<file path="config.mk">
export PLATFORM = sky130hd
export DESIGN_NAME = aska_stim_monitor
export DESIGN_NICKNAME = d
export VERILOG_FILES = /design/src/rtl/aska_stim_monitor.sv
export SDC_FILE = /design/constraint.sdc
export NUM_CORES = 1
export LEC_CHECK = 0
export BUFFER_PORTS_ARGS = -buffer_cell sky130_fd_sc_hd__buf_2
export CAP_MARGIN = 40
export CORE_MARGIN = 1
export CORE_UTILIZATION = 44
export CTS_BUF_LIST = sky130_fd_sc_hd__clkbuf_16
export DETAILED_ROUTE_END_ITERATION = 6
export GPL_ROUTABILITY_DRIVEN = 0
export HOLD_SLACK_MARGIN = 0.06
export PLACE_DENSITY = 0.66
export SLEW_MARGIN = 25
export SYNTH_ARGS = -nofsm -noshare
export SYNTH_HDL_FRONTEND = slang
export SYNTH_SLANG_ARGS = --single-unit
</file>
<file path="constraint.sdc">
create_clock -name clk -period 6.6 [get_ports clk]
set_clock_uncertainty 0.05 [all_clocks]
set_input_delay 0.66 -clock clk [delete_from_list [all_inputs] [get_ports clk]]
set_output_delay 0.66 -clock clk [all_outputs]
set_load 0.01 [all_outputs]
</file>
<file path="src/rtl/aska_stim_monitor.sv">
// Receive-side checker for the stimulator output bus: decodes biphasic pulses,
// measures phase/gap/period/charge and keeps sticky safety faults.
module aska_stim_monitor #(
  parameter int unsigned ELEC_W      = 32,
  parameter int unsigned DAC_W       = 6,
  parameter int unsigned PER_W       = 12,
  parameter int unsigned GAP_TIMEOUT = 15
) (
  input  logic              clk,
  input  logic              resetn,
  input  logic              enable,
  input  logic [ELEC_W-1:0] up_switches,
  input  logic [ELEC_W-1:0] down_switches,
  input  logic [DAC_W-1:0]  dac,
  input  logic [DAC_W-1:0]  amp_limit,
  input  logic [2:0]        phase_limit,
  input  logic              fault_clear,
  output logic [3:0]        phase_up_len,
  output logic [3:0]        phase_down_len,
  output logic [3:0]        gap_len,
  output logic [9:0]        charge_up,
  output logic [9:0]        charge_down,
  output logic [PER_W-1:0]  period,
  output logic              period_valid,
  output logic              meas_valid,
  output logic              fault_overlap,
  output logic              fault_amp,
  output logic              fault_phase,
  output logic              fault_pattern,
  output logic              fault_balance,
  output logic              fault_any
);

  localparam int unsigned LEN_W   = 4;
  localparam int unsigned CHG_W   = 10;
  localparam int unsigned SUM_W   = CHG_W + 1;
  localparam int unsigned FAULT_W = 5;

  localparam int unsigned F_OVERLAP = 0;
  localparam int unsigned F_AMP     = 1;
  localparam int unsigned F_PHASE   = 2;
  localparam int unsigned F_PATTERN = 3;
  localparam int unsigned F_BALANCE = 4;

  localparam logic [LEN_W-1:0] LEN_MAX   = '1;
  localparam logic [CHG_W-1:0] CHG_MAX   = '1;
  localparam logic [PER_W-1:0] PER_MAX   = '1;
  localparam logic [LEN_W-1:0] GAP_LIMIT = LEN_W'(GAP_TIMEOUT);

  typedef enum logic [1:0] {
    IDLE  = 2'd0,
    UP_PH = 2'd1,
    GAP   = 2'd2,
    DN_PH = 2'd3
  } state_t;

  state_t state_q, state_d;

  logic [ELEC_W-1:0]  a_q, a_d;
  logic [ELEC_W-1:0]  b_q, b_d;
  logic [LEN_W-1:0]   len_up_q, len_up_d;
  logic [LEN_W-1:0]   len_dn_q, len_dn_d;
  logic [LEN_W-1:0]   gap_q, gap_d;
  logic [CHG_W-1:0]   chg_up_q, chg_up_d;
  logic [CHG_W-1:0]   chg_dn_q, chg_dn_d;
  logic [PER_W-1:0]   per_cnt_q, per_cnt_d;
  logic               seen_start_q, seen_start_d;
  logic [FAULT_W-1:0] fault_q, fault_d;
  logic [FAULT_W-1:0] fault_set;

  logic [3:0]       phase_up_len_d, phase_down_len_d, gap_len_d;
  logic [9:0]       charge_up_d, charge_down_d;
  logic [PER_W-1:0] period_d;
  logic             period_valid_d, meas_valid_d;

  logic             bus_up, bus_zero, bus_fwd, bus_rev;
  logic             anodic_start;
  logic [LEN_W-1:0] gap_inc;
  logic [PER_W-1:0] per_inc;

  // Saturating +1 for the 4-bit length/gap counters.
  function automatic logic [LEN_W-1:0] len_inc(input logic [LEN_W-1:0] v);
    return (v == LEN_MAX) ? v : v + LEN_W'(1);
  endfunction

  // Saturating charge accumulation.
  function automatic logic [CHG_W-1:0] chg_add(input logic [CHG_W-1:0] acc,
                                               input logic [DAC_W-1:0] d);
    logic [SUM_W-1:0] s;
    s = SUM_W'(acc) + SUM_W'(d);
    return s[CHG_W] ? CHG_MAX : s[CHG_W-1:0];
  endfunction

  // Classify the bus relative to the pattern latched at anodic start.
  always_comb begin
    bus_up   = |up_switches;
    bus_zero = ~bus_up && ~(|down_switches);
    bus_fwd  = (up_switches == a_q) && (down_switches == b_q);
    bus_rev  = (up_switches == b_q) && (down_switches == a_q);
    gap_inc  = len_inc(gap_q);
    per_inc  = (per_cnt_q == PER_MAX) ? PER_MAX : per_cnt_q + PER_W'(1);
  end

  // Next-state, measurement and fault logic.
  always_comb begin
    state_d          = state_q;
    a_d              = a_q;
    b_d              = b_q;
    len_up_d         = len_up_q;
    len_dn_d         = len_dn_q;
    gap_d            = gap_q;
    chg_up_d         = chg_up_q;
    chg_dn_d         = chg_dn_q;
    per_cnt_d        = per_inc;
    seen_start_d     = seen_start_q;
    phase_up_len_d   = phase_up_len;
    phase_down_len_d = phase_down_len;
    gap_len_d        = gap_len;
    charge_up_d      = charge_up;
    charge_down_d    = charge_down;
    period_d         = period;
    period_valid_d   = period_valid;
    meas_valid_d     = 1'b0;
    fault_set        = '0;
    anodic_start     = 1'b0;

    if (!enable) begin
      state_d        = IDLE;
      len_up_d       = '0;
      len_dn_d       = '0;
      gap_d          = '0;
      chg_up_d       = '0;
      chg_dn_d       = '0;
      per_cnt_d      = '0;
      seen_start_d   = 1'b0;
      period_valid_d = 1'b0;
    end else begin
      fault_set[F_OVERLAP] = |(up_switches & down_switches);
      fault_set[F_AMP]     = bus_up && (dac > amp_limit);

      unique case (state_q)
        IDLE: begin
          if (bus_up) begin
            a_d          = up_switches;
            b_d          = down_switches;
            len_up_d     = LEN_W'(1);
            chg_up_d     = CHG_W'(dac);
            anodic_start = 1'b1;
            state_d      = UP_PH;
          end
        end
        UP_PH: begin
          if (bus_fwd) begin
            len_up_d = len_inc(len_up_q);
            chg_up_d = chg_add(chg_up_q, dac);
          end else if (bus_zero) begin
            gap_d = LEN_W'(1);
            if (LEN_W'(1) >= GAP_LIMIT) begin
              fault_set[F_BALANCE] = 1'b1;
              state_d              = IDLE;
            end else begin
              state_d = GAP;
            end
          end else if (bus_rev) begin
            gap_d    = '0;
            len_dn_d = LEN_W'(1);
            chg_dn_d = CHG_W'(dac);
            state_d  = DN_PH;
          end else begin
            fault_set[F_PATTERN] = 1'b1;
            state_d              = IDLE;
          end
        end
        GAP: begin
          if (bus_zero) begin
            gap_d = gap_inc;
            if (gap_inc >= GAP_LIMIT) begin
              fault_set[F_BALANCE] = 1'b1;
              state_d              = IDLE;
            end
          end else if (bus_rev) begin
            len_dn_d = LEN_W'(1);
            chg_dn_d = CHG_W'(dac);
            state_d  = DN_PH;
          end else begin
            fault_set[F_PATTERN] = 1'b1;
            state_d              = IDLE;
          end
        end
        DN_PH: begin
          if (bus_rev) begin
            len_dn_d = len_inc(len_dn_q);
            chg_dn_d = chg_add(chg_dn_q, dac);
          end else if (bus_zero) begin
            phase_up_len_d       = len_up_q;
            phase_down_len_d     = len_dn_q;
            gap_len_d            = gap_q;
            charge_up_d          = chg_up_q;
            charge_down_d        = chg_dn_q;
            meas_valid_d         = 1'b1;
            fault_set[F_BALANCE] = (len_up_q != len_dn_q) || (chg_up_q != chg_dn_q);
            fault_set[F_PHASE]   = (len_up_q > {1'b0, phase_limit}) ||
                                   (len_dn_q > {1'b0, phase_limit});
            state_d              = IDLE;
          end else begin
            fault_set[F_PATTERN] = 1'b1;
            state_d              = IDLE;
          end
        end
        default: state_d = IDLE;
      endcase

      if (anodic_start) begin
        per_cnt_d    = '0;
        seen_start_d = 1'b1;
        if (seen_start_q) begin
          period_d       = per_inc;
          period_valid_d = 1'b1;
        end
      end
    end

    fault_d = (fault_q & ~{FAULT_W{fault_clear}}) | fault_set;
  end

  // State and output registers.
  always_ff @(posedge clk or negedge resetn) begin
    if (!resetn) begin
      state_q        <= IDLE;
      a_q            <= '0;
      b_q            <= '0;
      len_up_q       <= '0;
      len_dn_q       <= '0;
      gap_q          <= '0;
      chg_up_q       <= '0;
      chg_dn_q       <= '0;
      per_cnt_q      <= '0;
      seen_start_q   <= 1'b0;
      fault_q        <= '0;
      phase_up_len   <= '0;
      phase_down_len <= '0;
      gap_len        <= '0;
      charge_up      <= '0;
      charge_down    <= '0;
      period         <= '0;
      period_valid   <= 1'b0;
      meas_valid     <= 1'b0;
    end else begin
      state_q        <= state_d;
      a_q            <= a_d;
      b_q            <= b_d;
      len_up_q       <= len_up_d;
      len_dn_q       <= len_dn_d;
      gap_q          <= gap_d;
      chg_up_q       <= chg_up_d;
      chg_dn_q       <= chg_dn_d;
      per_cnt_q      <= per_cnt_d;
      seen_start_q   <= seen_start_d;
      fault_q        <= fault_d;
      phase_up_len   <= phase_up_len_d;
      phase_down_len <= phase_down_len_d;
      gap_len        <= gap_len_d;
      charge_up      <= charge_up_d;
      charge_down    <= charge_down_d;
      period         <= period_d;
      period_valid   <= period_valid_d;
      meas_valid     <= meas_valid_d;
    end
  end

  // Sticky fault outputs and their summary.
  assign fault_overlap = fault_q[F_OVERLAP];
  assign fault_amp     = fault_q[F_AMP];
  assign fault_phase   = fault_q[F_PHASE];
  assign fault_pattern = fault_q[F_PATTERN];
  assign fault_balance = fault_q[F_BALANCE];
  assign fault_any     = |fault_q;

endmodule
</file>
==> impl_metrics.csv, run 1 <==
group,metric,value,unit
synth,seq_area_frac_synth,0.4211,
die,die_height,149.9,um
clock_network,insertion_delay,440,ps
clock_network,clk_path_buf_depth,2,
clock_network,cts-htree-levels,4,
detailed_routing,routed_via_density,5.820,
sta,hold_viol,0,
synth,synth_edf_count,0,
setup_path,crit_fanout,14,
layout,fill_cells,1907,
detailed_routing,postRouteAntennaNets,0,
setup_path,critical_path_class,"flip-flop to flip-flop",
pwr,switching_share,0.2882,
clock_network,cts_tree,"done",
sta,maxSlewHeadroom,0.5239,
run,maxCapViolCount,0,
pwr,power_density,237.5,nW/um2
die,die-area,22480,um2
min_path,min_path_type,"flip-flop to flip-flop",
placement,place_area,10590,um2
pwr,ir_worst_vdd,199.7,uV
setup_path,critPathLaunchType,"flip-flop",
synth,syn_area,9628,um2
clock_network,post_cts_resize_count,0,
global_routing,first_global_vias,7616,
layout,synthToLayoutAreaGrowth,16.58,%
global_routing,gr-total-overflow,0,
setup_path,critPathSlowestCell,"nand2b_1",
global_routing,grt_pass1_wl,41760,um
setup_path,required,6860,ps
placement,dpl_worst_slack,3120,ps
synth,synthArstFlopShare,1.000,
synth,synth_fp_nets,1022,
pwr,power_frac_clock,0.384,
layout,nets,1150,
sta,timing.final.ws_setup,3462,ps
setup_path,critPathArrivalTime,3400,ps
detailed_routing,wl_per_cell,19.81,um
status,outcome,"finished clean",
setup_path,setup.worst_path.start,"b_q[3]$_DFFE_PN0P_",
sta,setup_viol,0,
synth,avgSynthCellArea,10.64,um2
min_path,min_from,"period[9]$_DFFE_PN0P_",
global_routing,grt_antenna_before_repair,1,
pwr,seq_power_share,0.433,
synth,synth_cell_types,59,
die,coreArea,21220,um2
placement,io_buffers,134,
global_routing,track_usage,0.2452,
clock_network,clk_pin_slew,60,ps
clock_network,cts_root_buffer,"clkbuf_16",
synth,synth_ff_type,"dfrtp_1",
setup_path,path_buf_inv,0,
global_routing,grt_max_degree,87,
layout,layout_commonest_cell,"dfrtp_1",
clock_network,clkSinkCount,162,
synth,syn_inst,905,
clock_network,cts_buffers,17,
synth,yosys_warnings,0,
sta,period_needed,3138,ps
pwr,p_comb_frac,0.184,
detailed_routing,finalWirelength,26180,um
setup_path,rr_startpoint,"b_q[3]$_DFFE_PN0P_",
sta,rsz0062_at_grt,"false",
detailed_routing,first_pass_iters,6,
sta,tightest_slew,708.8,ps
placement,dp_hpwl,19510,um
detailed_routing,via_count,7694,
setup_path,crit_top_cell,"nand4_1",
layout,postLayoutCellArea,11220,um2
sta,period_share,0.4755,
setup_path,path_delay_family,"simple AND/OR/NAND/NOR gates",
detailed_routing,drt_iter0_markers,545,
layout,drive_gt1_frac,0.2772,
layout,final_util,0.5290,
pwr,p_leak,4.992,nW
pwr,power.internal,1.897,mW
sta,final.setup.tns,0,ps
sta,slew_viol_final,0,
die,initial_core_util,0.4537,
die,io_pins,135,
detailed_routing,route.detailed.drc,0,
layout,final_cell_mix,"dfrtp_1, xnor2_1, buf_2, mux2_2, nand4_1",
die,die_w,149.9,um
sta,timing.fmax,318.6,MHz
synth,ys_seq_elements,162,
setup_path,crit_chain,"xnor2_1, nand4_1, nor4_1, nand4_1, nand2b_1, a21boi_0, mux2_2",
pwr,power,2.665,mW
die,rows,53,
setup_path,crit_path_end_kind,"flip-flop",
pwr,power.switching,768.1,uW
setup_path,slowest_delay,540,ps
setup_path,r2r_slack,3460,ps
flip-flops by register name (all words and copies together) (netlist names):
register,count
a_q,32
b_q,32
per_cnt_q,12
period,12
charge_down,10
charge_up,10
chg_dn_q,10
chg_up_q,10
fault_q,5
gap_len,4
gap_q,4
len_dn_q,4
len_up_q,4
phase_down_len,4
phase_up_len,4
state_q,2
meas_valid,1
period_valid,1
seen_start_q,1
worst register-to-register path, stage by stage, from the launching register on:
cell	delay, ps
dfrtp_1	420
xnor2_1	350
nand4_1	160
nor4_1	450
nand4_1	390
nand2b_1	540
a21boi_0	320
mux2_2	340
kinds of logic after synthesis:
logic type / Yosys count / share of synthesized area
DFF: 162 / 0.4211
buffers and inverters: 73 / 0.03210
muxes: 108 / 0.1259
adders and majority gates: 34 / 0.04574
and+or+nand+nor: 217 / 0.1227
AOI/OAI and AO/OA: 156 / 0.1115
xor gates and xnor gates: 155 / 0.1410
cells in the mapped netlist (all sizes together), types with 4 or more instances:
cell type | count | area [um2]
dfrtp | 162 | 4054
xnor2 | 139 | 1217
mux2 | 105 | 1182
nand4 | 48 | 300.3
inv | 40 | 150.1
o21ai | 40 | 200.2
nor2 | 39 | 146.4
ha | 32 | 400.4
nand2 | 32 | 122.6
nor4 | 28 | 175.2
clkbuf | 24 | 90.09
nand3 | 16 | 80.08
xor2 | 16 | 140.1
a21oi | 15 | 75.07
a31oi | 14 | 87.58
a22oi | 13 | 97.59
or2 | 12 | 75.07
a21o | 11 | 82.58
nor3 | 10 | 61.31
buf | 9 | 68.81
o21a | 9 | 67.56
and3 | 8 | 50.05
a22o | 7 | 61.31
a32o | 7 | 70.07
nor2b | 7 | 43.79
o31ai | 6 | 45.04
nand2b | 5 | 31.28
a221oi | 4 | 35.03
nand3b | 4 | 30.03
o22ai | 4 | 25.02
layout make-up:
class	instances	area, um2	share of cell area
antenna	1	2.502	0.0002229
clock buffer	17	425.4	0.03790
clock inverter	15	171.4	0.01527
inverter	40	150.1	0.01338
multi-input combinational	670	5273	0.4697
sequential	162	4054	0.3612
tap	275	344.1	0.03065
timing repair buffer	142	804.5	0.07168
power groups by stage:
stage / clock (mW) / combinational [mW] / sequential [mW]
after global placement: 0 / 0.469 / 1.17
after floorplan: 0 / 0.311 / 1.15
final: 1.02 / 0.489 / 1.15
after detailed placement: 0 / 0.480 / 1.17
after CTS: 1.04 / 0.482 / 1.15
after global routing: 1.08 / 0.528 / 1.16
metrics by stage:
stage | instances | hold WS (ps)
3_5_place_dp | 1287 | 417.8
6_report | 1322 | 421.7
2_1_floorplan | 905 | 314.4
5_1_grt | 1321 | 465.8
3_3_place_gp | 1284 | 409.8
4_1_cts | 1319 | 276.6
metal layers:
layer  track usage  share of wire  vias up
met5             0              0        -
met3       0.04390          0.062       82
li1              -              -     3565
met4        0.1333          0.043        0
met1        0.3270           0.44     3737
met2        0.3769           0.45      310
final timing paths:
path	endpoint	cells past startpoint
max	len_dn_q[0]$_DFFE_PN0P_	7
min	period[9]$_DFFE_PN0P_	2
max reg2reg	len_dn_q[0]$_DFFE_PN0P_	7
min reg2reg	period[9]$_DFFE_PN0P_	2
max in group asynchronous	b_q[31]$_DFFE_PN0P_	4
min in group asynchronous	period[5]$_DFFE_PN0P_	2
repair_timing:
| action | 4_1_cts | 5_1_grt |
|---|---|---|
| hold buffers | 0 | 1 |
| endpoints found under the setup margin | 0 | 0 |
| setup buffers | 0 | 0 |
| hold endpoints to repair | 0 | 10 |
No activity file was read; power rests on OpenSTA's default activity.
==> run 2: changes to the inputs <==
==> constraint.sdc (replaced) <==
create_clock -name clk -period 3.2 [get_ports clk]
set_clock_uncertainty 0.05 [all_clocks]
set_input_delay 0.32 -clock clk [delete_from_list [all_inputs] [get_ports clk]]
set_output_delay 0.32 -clock clk [all_outputs]
set_load 0.01 [all_outputs]
==> run 2 against run 1 <==
  * Register-to-register slack worse by 3100 ps
  * Final cell count up 1.1%
  * Highest routed layer is now met5
  * Critical endpoint unchanged
  * Worst hold slack worse by 290 ps
==> impl_metrics.csv, run 2 (synthesis results as in run 1) <==
group,metric,value,unit
pwr,switching_share,0.2898,
die,rows,53,
status,outcome,"finished clean",
setup_path,critPathSlowestCell,"nor4_1",
pwr,power_density,490.1,nW/um2
setup_path,required,3460,ps
placement,dpl_worst_slack,241.2,ps
sta,timing.fmax,350.9,MHz
pwr,p_leak,5.057,nW
sta,maxSlewHeadroom,0.5555,
die,die-area,22480,um2
layout,final_cell_mix,"dfrtp_1, xnor2_1, buf_2, mux2_2, nand4_1",
layout,final_util,0.5337,
layout,postLayoutCellArea,11330,um2
sta,period_needed,2850,ps
pwr,power.internal,3.942,mW
clock_network,cts_buffers,17,
layout,fill_cells,1919,
die,io_pins,135,
clock_network,cts_tree,"done",
min_path,min_from,"fault_clear",
sta,hold_viol,0,
pwr,power_frac_clock,0.390,
die,coreArea,21220,um2
sta,tightest_slew,657.4,ps
setup_path,path_delay_family,"simple AND/OR/NAND/NOR gates",
global_routing,grt_pass1_wl,42620,um
detailed_routing,postRouteAntennaNets,0,
setup_path,crit_path_end_kind,"flip-flop",
placement,place_area,10670,um2
global_routing,grt_antenna_before_repair,1,
die,initial_core_util,0.4537,
pwr,seq_power_share,0.429,
detailed_routing,first_pass_iters,5,
layout,nets,1165,
placement,io_buffers,134,
setup_path,setup.worst_path.start,"a_q[21]$_DFFE_PN0P_",
clock_network,cts_setup_buffers,0,
detailed_routing,finalWirelength,26440,um
clock_network,cts-htree-levels,4,
clock_network,cts_root_buffer,"clkbuf_16",
clock_network,clk_pin_slew,70,ps
detailed_routing,via_count,7803,
sta,final.setup.tns,0,ps
placement,dp_hpwl,19690,um
min_path,min_path_type,"input port to flip-flop",
clock_network,insertion_delay,430,ps
setup_path,critPathLaunchType,"flip-flop",
setup_path,critPathArrivalTime,3110,ps
setup_path,slowest_delay,490,ps
setup_path,rr_startpoint,"a_q[21]$_DFFE_PN0P_",
global_routing,gr-total-overflow,0,
clock_network,clkSinkCount,162,
layout,reg_top3,"a_q x32, b_q x32",
setup_path,crit_chain,"xnor2_1, nand4_1, nor4_1, and4_1, nand3_1, a21boi_0, mux2_2",
setup_path,crit_fanout,3,
pwr,power.switching,1.609,mW
clock_network,clk_path_buf_depth,2,
sta,timing.final.ws_setup,350.3,ps
setup_path,path_buf_inv,0,
detailed_routing,drt_iter0_markers,518,
layout,synthToLayoutAreaGrowth,17.64,%
die,die_height,149.9,um
layout,diodes,0,
sta,setup_viol,0,
global_routing,track_usage,0.2500,
sta,slew_viol_final,0,
global_routing,first_global_vias,7606,
sta,rsz0062_at_grt,"false",
detailed_routing,wl_per_cell,19.79,um
pwr,p_comb_frac,0.181,
setup_path,critical_path_class,"flip-flop to flip-flop",
detailed_routing,route.detailed.drc,0,
layout,drive_gt1_frac,0.2903,
detailed_routing,routed_via_density,5.841,
die,die_w,149.9,um
global_routing,grt_max_degree,83,
pwr,ir_worst_vdd,361.9,uV
layout,layout_commonest_cell,"dfrtp_1",
sta,period_share,0.8905,
run,maxCapViolCount,0,
[run 2: per-stage QoR]
step                hold slack (ps)  power, mW  std cells
floorplan                    -25.59      3.009        905
global route                  138.7      5.784       1336
CTS                           113.1      5.588       1335
global placement              379.0      3.387       1302
detailed placement            378.5      3.400       1302
finish                        129.9      5.551       1336
[run 2: cell type report]
type                            count  area (um2)  share of cell area
Multi-Input combinational cell    670        5273              0.4655
Sequential cell                   162        4054              0.3579
Timing Repair Buffer              157       884.6             0.07810
Clock buffer                       17       425.4             0.03756
Tap cell                          275       344.1             0.03038
Clock inverter                     15       195.2             0.01723
Inverter                           40       150.1             0.01326
[run 2: worst reg2reg max path: cells and delay by family, from the launching register on]
| kind | cells | cell delay (ps) |
|---|---|---|
| DFF | 1 | 410 |
| muxes | 1 | 390 |
| and+or+nand+nor | 4 | 1190 |
| xor gates and xnor gates | 1 | 250 |
| AOI/OAI and AO/OA | 1 | 440 |
[run 2: power groups by stage]
stage | Clock (mW) | Combinational, mW | Sequential [mW]
after floorplan | 0 | 0.642 | 2.37
after CTS | 2.22 | 0.993 | 2.38
after global placement | 0 | 0.979 | 2.41
after global routing | 2.30 | 1.09 | 2.40
after detailed placement | 0 | 0.986 | 2.41
final | 2.17 | 1.00 | 2.38
[run 2: timing repair]
item / in CTS / in global routing
resized for setup: 0 / 0
endpoints found under the hold margin: 77 / 0
endpoints found under the setup margin: 0 / 0
hold buffers: 1 / 0
[run 2: worst paths after layout]
path	slack, ps	to	depth (start not counted)
setup / recovery	350	len_dn_q[0]$_DFFE_PN0P_	7
hold / removal	130	fault_q[1]$_DFF_PN0_	2
setup reg to reg	350	len_dn_q[0]$_DFFE_PN0P_	7
hold reg to reg	420	period[4]$_DFFE_PN0P_	2
max in group asynchronous	2010	charge_up[9]$_DFFE_PN0P_	4
min in group asynchronous	240	period[4]$_DFFE_PN0P_	2
[run 2: per-layer routing]
layer / global-route usage / vias to the layer above / wire length [um]
li1: - / 3589 / -
met3: 0.04543 / 75 / 1873
met1: 0.3390 / 3785 / 11450
met4: 0.1157 / 2 / 973
met5: 0 / - / 12
met2: 0.3863 / 352 / 12130
==> run 3: changes to the inputs <==
--- a/config.mk
+++ b/config.mk
@@ -7,6 +7,7 @@
 export LEC_CHECK = 0
 export BUFFER_PORTS_ARGS = -buffer_cell sky130_fd_sc_hd__buf_2
 export CAP_MARGIN = 40
+export CORE_ASPECT_RATIO = 1.1
 export CORE_MARGIN = 1
 export CORE_UTILIZATION = 44
 export CTS_BUF_LIST = sky130_fd_sc_hd__clkbuf_16
==> run 3 against run 2 <==
  * Sequential power about the same
  * Count of clock-buffer cells in the layout unchanged
  * Largest cell class unchanged
  * Combinational power about the same
  * Non-clock buffer count up 2
  * Sequential cell count unchanged
  * Register-to-register slack worse by 90 ps
  * First-iteration DRC count down 3.5%
  * Critical endpoint is now chg_up_q[2]$_DFFE_PN0P_
==> impl_metrics.csv, run 3 (synthesis results as in run 1) <==
group,metric,value,unit
die,initial_core_util,0.4505,
sta,maxSlewHeadroom,0.4984,
clock_network,cts_setup_buffers,0,
global_routing,first_global_vias,7564,
detailed_routing,routed.top_layer,"met4",
detailed_routing,route.detailed.drc,0,
sta,period_needed,2940,ps
global_routing,track_usage,0.2472,
die,die_height,157.1,um
placement,dp_cells,1320,
setup_path,critPathLaunchType,"flip-flop",
setup_path,critical_path_class,"flip-flop to flip-flop",
layout,diodes,0,
detailed_routing,postRouteAntennaNets,0,
layout,stdcell_count,1353,
min_path,holdPathStages,2,
placement,dp_hpwl,20170,um
setup_path,rr_startpoint,"b_q[2]$_DFFE_PN0P_",
layout,synthToLayoutAreaGrowth,17.39,%
setup_path,r2r-end,"chg_up_q[2]$_DFFE_PN0P_",
detailed_routing,drt-met1-wl,11190,um
clock_network,cts_buffers,17,
pwr,power_density,485.0,nW/um2
sta,hold_viol,0,
status,outcome,"finished clean",
layout,reg_top3,"a_q x32, b_q x32",
setup_path,required,3470,ps
sta,rsz0062_at_grt,"false",
die,io_pins,135,
global_routing,grt_max_degree,76,
setup_path,r2r_cells,9,
setup_path,path_delay_family,"simple AND/OR/NAND/NOR gates",
sta,timing.final.ws_setup,259.9,ps
die,coreArea,21370,um2
sta,setup_viol,0,
layout,layout_commonest_cell,"dfrtp_1",
detailed_routing,drt_iter0_markers,500,
setup_path,crit_fanout,9,
clock_network,clkSinkCount,162,
sta,tightest_slew,752.5,ps
detailed_routing,routed_via_density,5.756,
clock_network,cts_tree,"done",
setup_path,slowest_delay,410,ps
pwr,ir_worst_vdd,385.9,uV
layout,fill_cells,1898,
placement,io_buffers,134,
min_path,min_path_type,"input port to flip-flop",
clock_network,clk_path_buf_depth,2,
sta,final.setup.tns,0,ps
setup_path,crit_path_end_kind,"flip-flop",
detailed_routing,via_count,7788,
detailed_routing,wl_met2,12330,um
detailed_routing,wl_per_cell,19.67,um
global_routing,grt_pass1_wl,41680,um
layout,final_cell_mix,"dfrtp_1, xnor2_1, buf_2, mux2_2, nand4_1",
pwr,power,5.482,mW
global_routing,gr-total-overflow,0,
clock_network,insertion_delay,430,ps
setup_path,crit_chain,"xnor2_1, nand4_1, nor4_1, nand4_1, buf_4, and2_1, o21ai_0, buf_4, mux2_2",
clock_network,cts_root_buffer,"clkbuf_16",
detailed_routing,first_pass_iters,5,
die,die-area,22480,um2
min_path,min_from,"fault_clear",
setup_path,path_buf_inv,2,
run,maxCapViolCount,0,
layout,nets,1167,
setup_path,critPathSlowestCell,"dfrtp_1",
placement,dpl_worst_slack,199.4,ps
die,die_w,143.0,um
sta,period_share,0.9188,
global_routing,grt_antenna_before_repair,0,
detailed_routing,finalWirelength,26620,um
clock_network,cts-htree-levels,4,
setup_path,r2r_slack,260,ps
setup_path,cp.depth,9,
setup_path,critPathArrivalTime,3210,ps
sta,timing.fmax,340.1,MHz
min_path,worstHoldEndpoint,"fault_q[1]$_DFF_PN0_",
clock_network,clk_pin_slew,70,ps
pwr,p_leak,5.045,nW
layout,drive_gt1_frac,0.2916,
sta,slew_viol_final,0,
detailed_routing,route.met3.wl,1837,um
die,rows,56,
-- run 3: metrics by stage --
| stage | instance area, um2 | hold WS [ps] | utilization |
|---|---|---|---|
| after global routing | 11300 | 120.0 | 0.5289 |
| final | 11300 | 127.6 | 0.5289 |
| after CTS | 11300 | 101.9 | 0.5289 |
| after detailed placement | 10700 | 366.6 | 0.5005 |
| after floorplan | 9628 | -25.59 | - |
| after global placement | 10700 | 369.3 | 0.5005 |
-- run 3: worst reg2reg max path, delay by kind of cell, from the launching register on --
family	cells	cell delay, ps
and+or+nand+nor	4	850
buffers and inverters	2	450
DFF	1	410
xor gates and xnor gates	1	390
muxes	1	350
AOI/OAI and AO/OA	1	330
-- run 3: how the worst max path moves through the flow --
stage / from / to / slack (ps)
finish: b_q[2]$_DFFE_PN0P_ / chg_up_q[2]$_DFFE_PN0P_ / 260
detailed placement: down_switches[2] / chg_up_q[2]$_DFFE_PN0P_ / 200
CTS: b_q[2]$_DFFE_PN0P_ / chg_up_q[2]$_DFFE_PN0P_ / 260
global route: b_q[2]$_DFFE_PN0P_ / chg_up_q[4]$_DFFE_PN0P_ / 150
global placement: down_switches[2] / chg_up_q[3]$_DFFE_PN0P_ / 240
floorplan: up_switches[17] / charge_down[0]$_DFFE_PN0P_ / 840
-- run 3: what timing repair did --
action	in CTS	in global routing
hold endpoints to repair	71	0
hold buffers	1	0
resized for setup	0	0
-- run 3: metal layers --
metal / up-vias / track usage
met5: - / 0
met4: 0 / 0.1429
met2: 362 / 0.3891
li1: 3593 / -
met1: 3761 / 0.3183
met3: 72 / 0.04503
-- run 3: report_power, final --
| part | internal, mW | switching, mW | leakage (nW) |
|---|---|---|---|
| combinational | 0.492 | 0.522 | 2.66 |
| clock | 1.17 | 0.918 | 0.295 |
| sequential | 2.19 | 0.181 | 2.09 |
| total | 3.86 | 1.62 | 5.05 |
-- run 3: final cells by class --
| class | instances | area (um2) | area share |
|---|---|---|---|
| timing repair buffer | 159 | 867.1 | 0.07672 |
| sequential | 162 | 4054 | 0.3587 |
| inverter | 40 | 150.1 | 0.01328 |
| clock inverter | 15 | 170.2 | 0.01506 |
| clock buffer | 17 | 425.4 | 0.03764 |
| tap | 290 | 362.8 | 0.03210 |
| multi-input combinational | 670 | 5273 | 0.4665 |
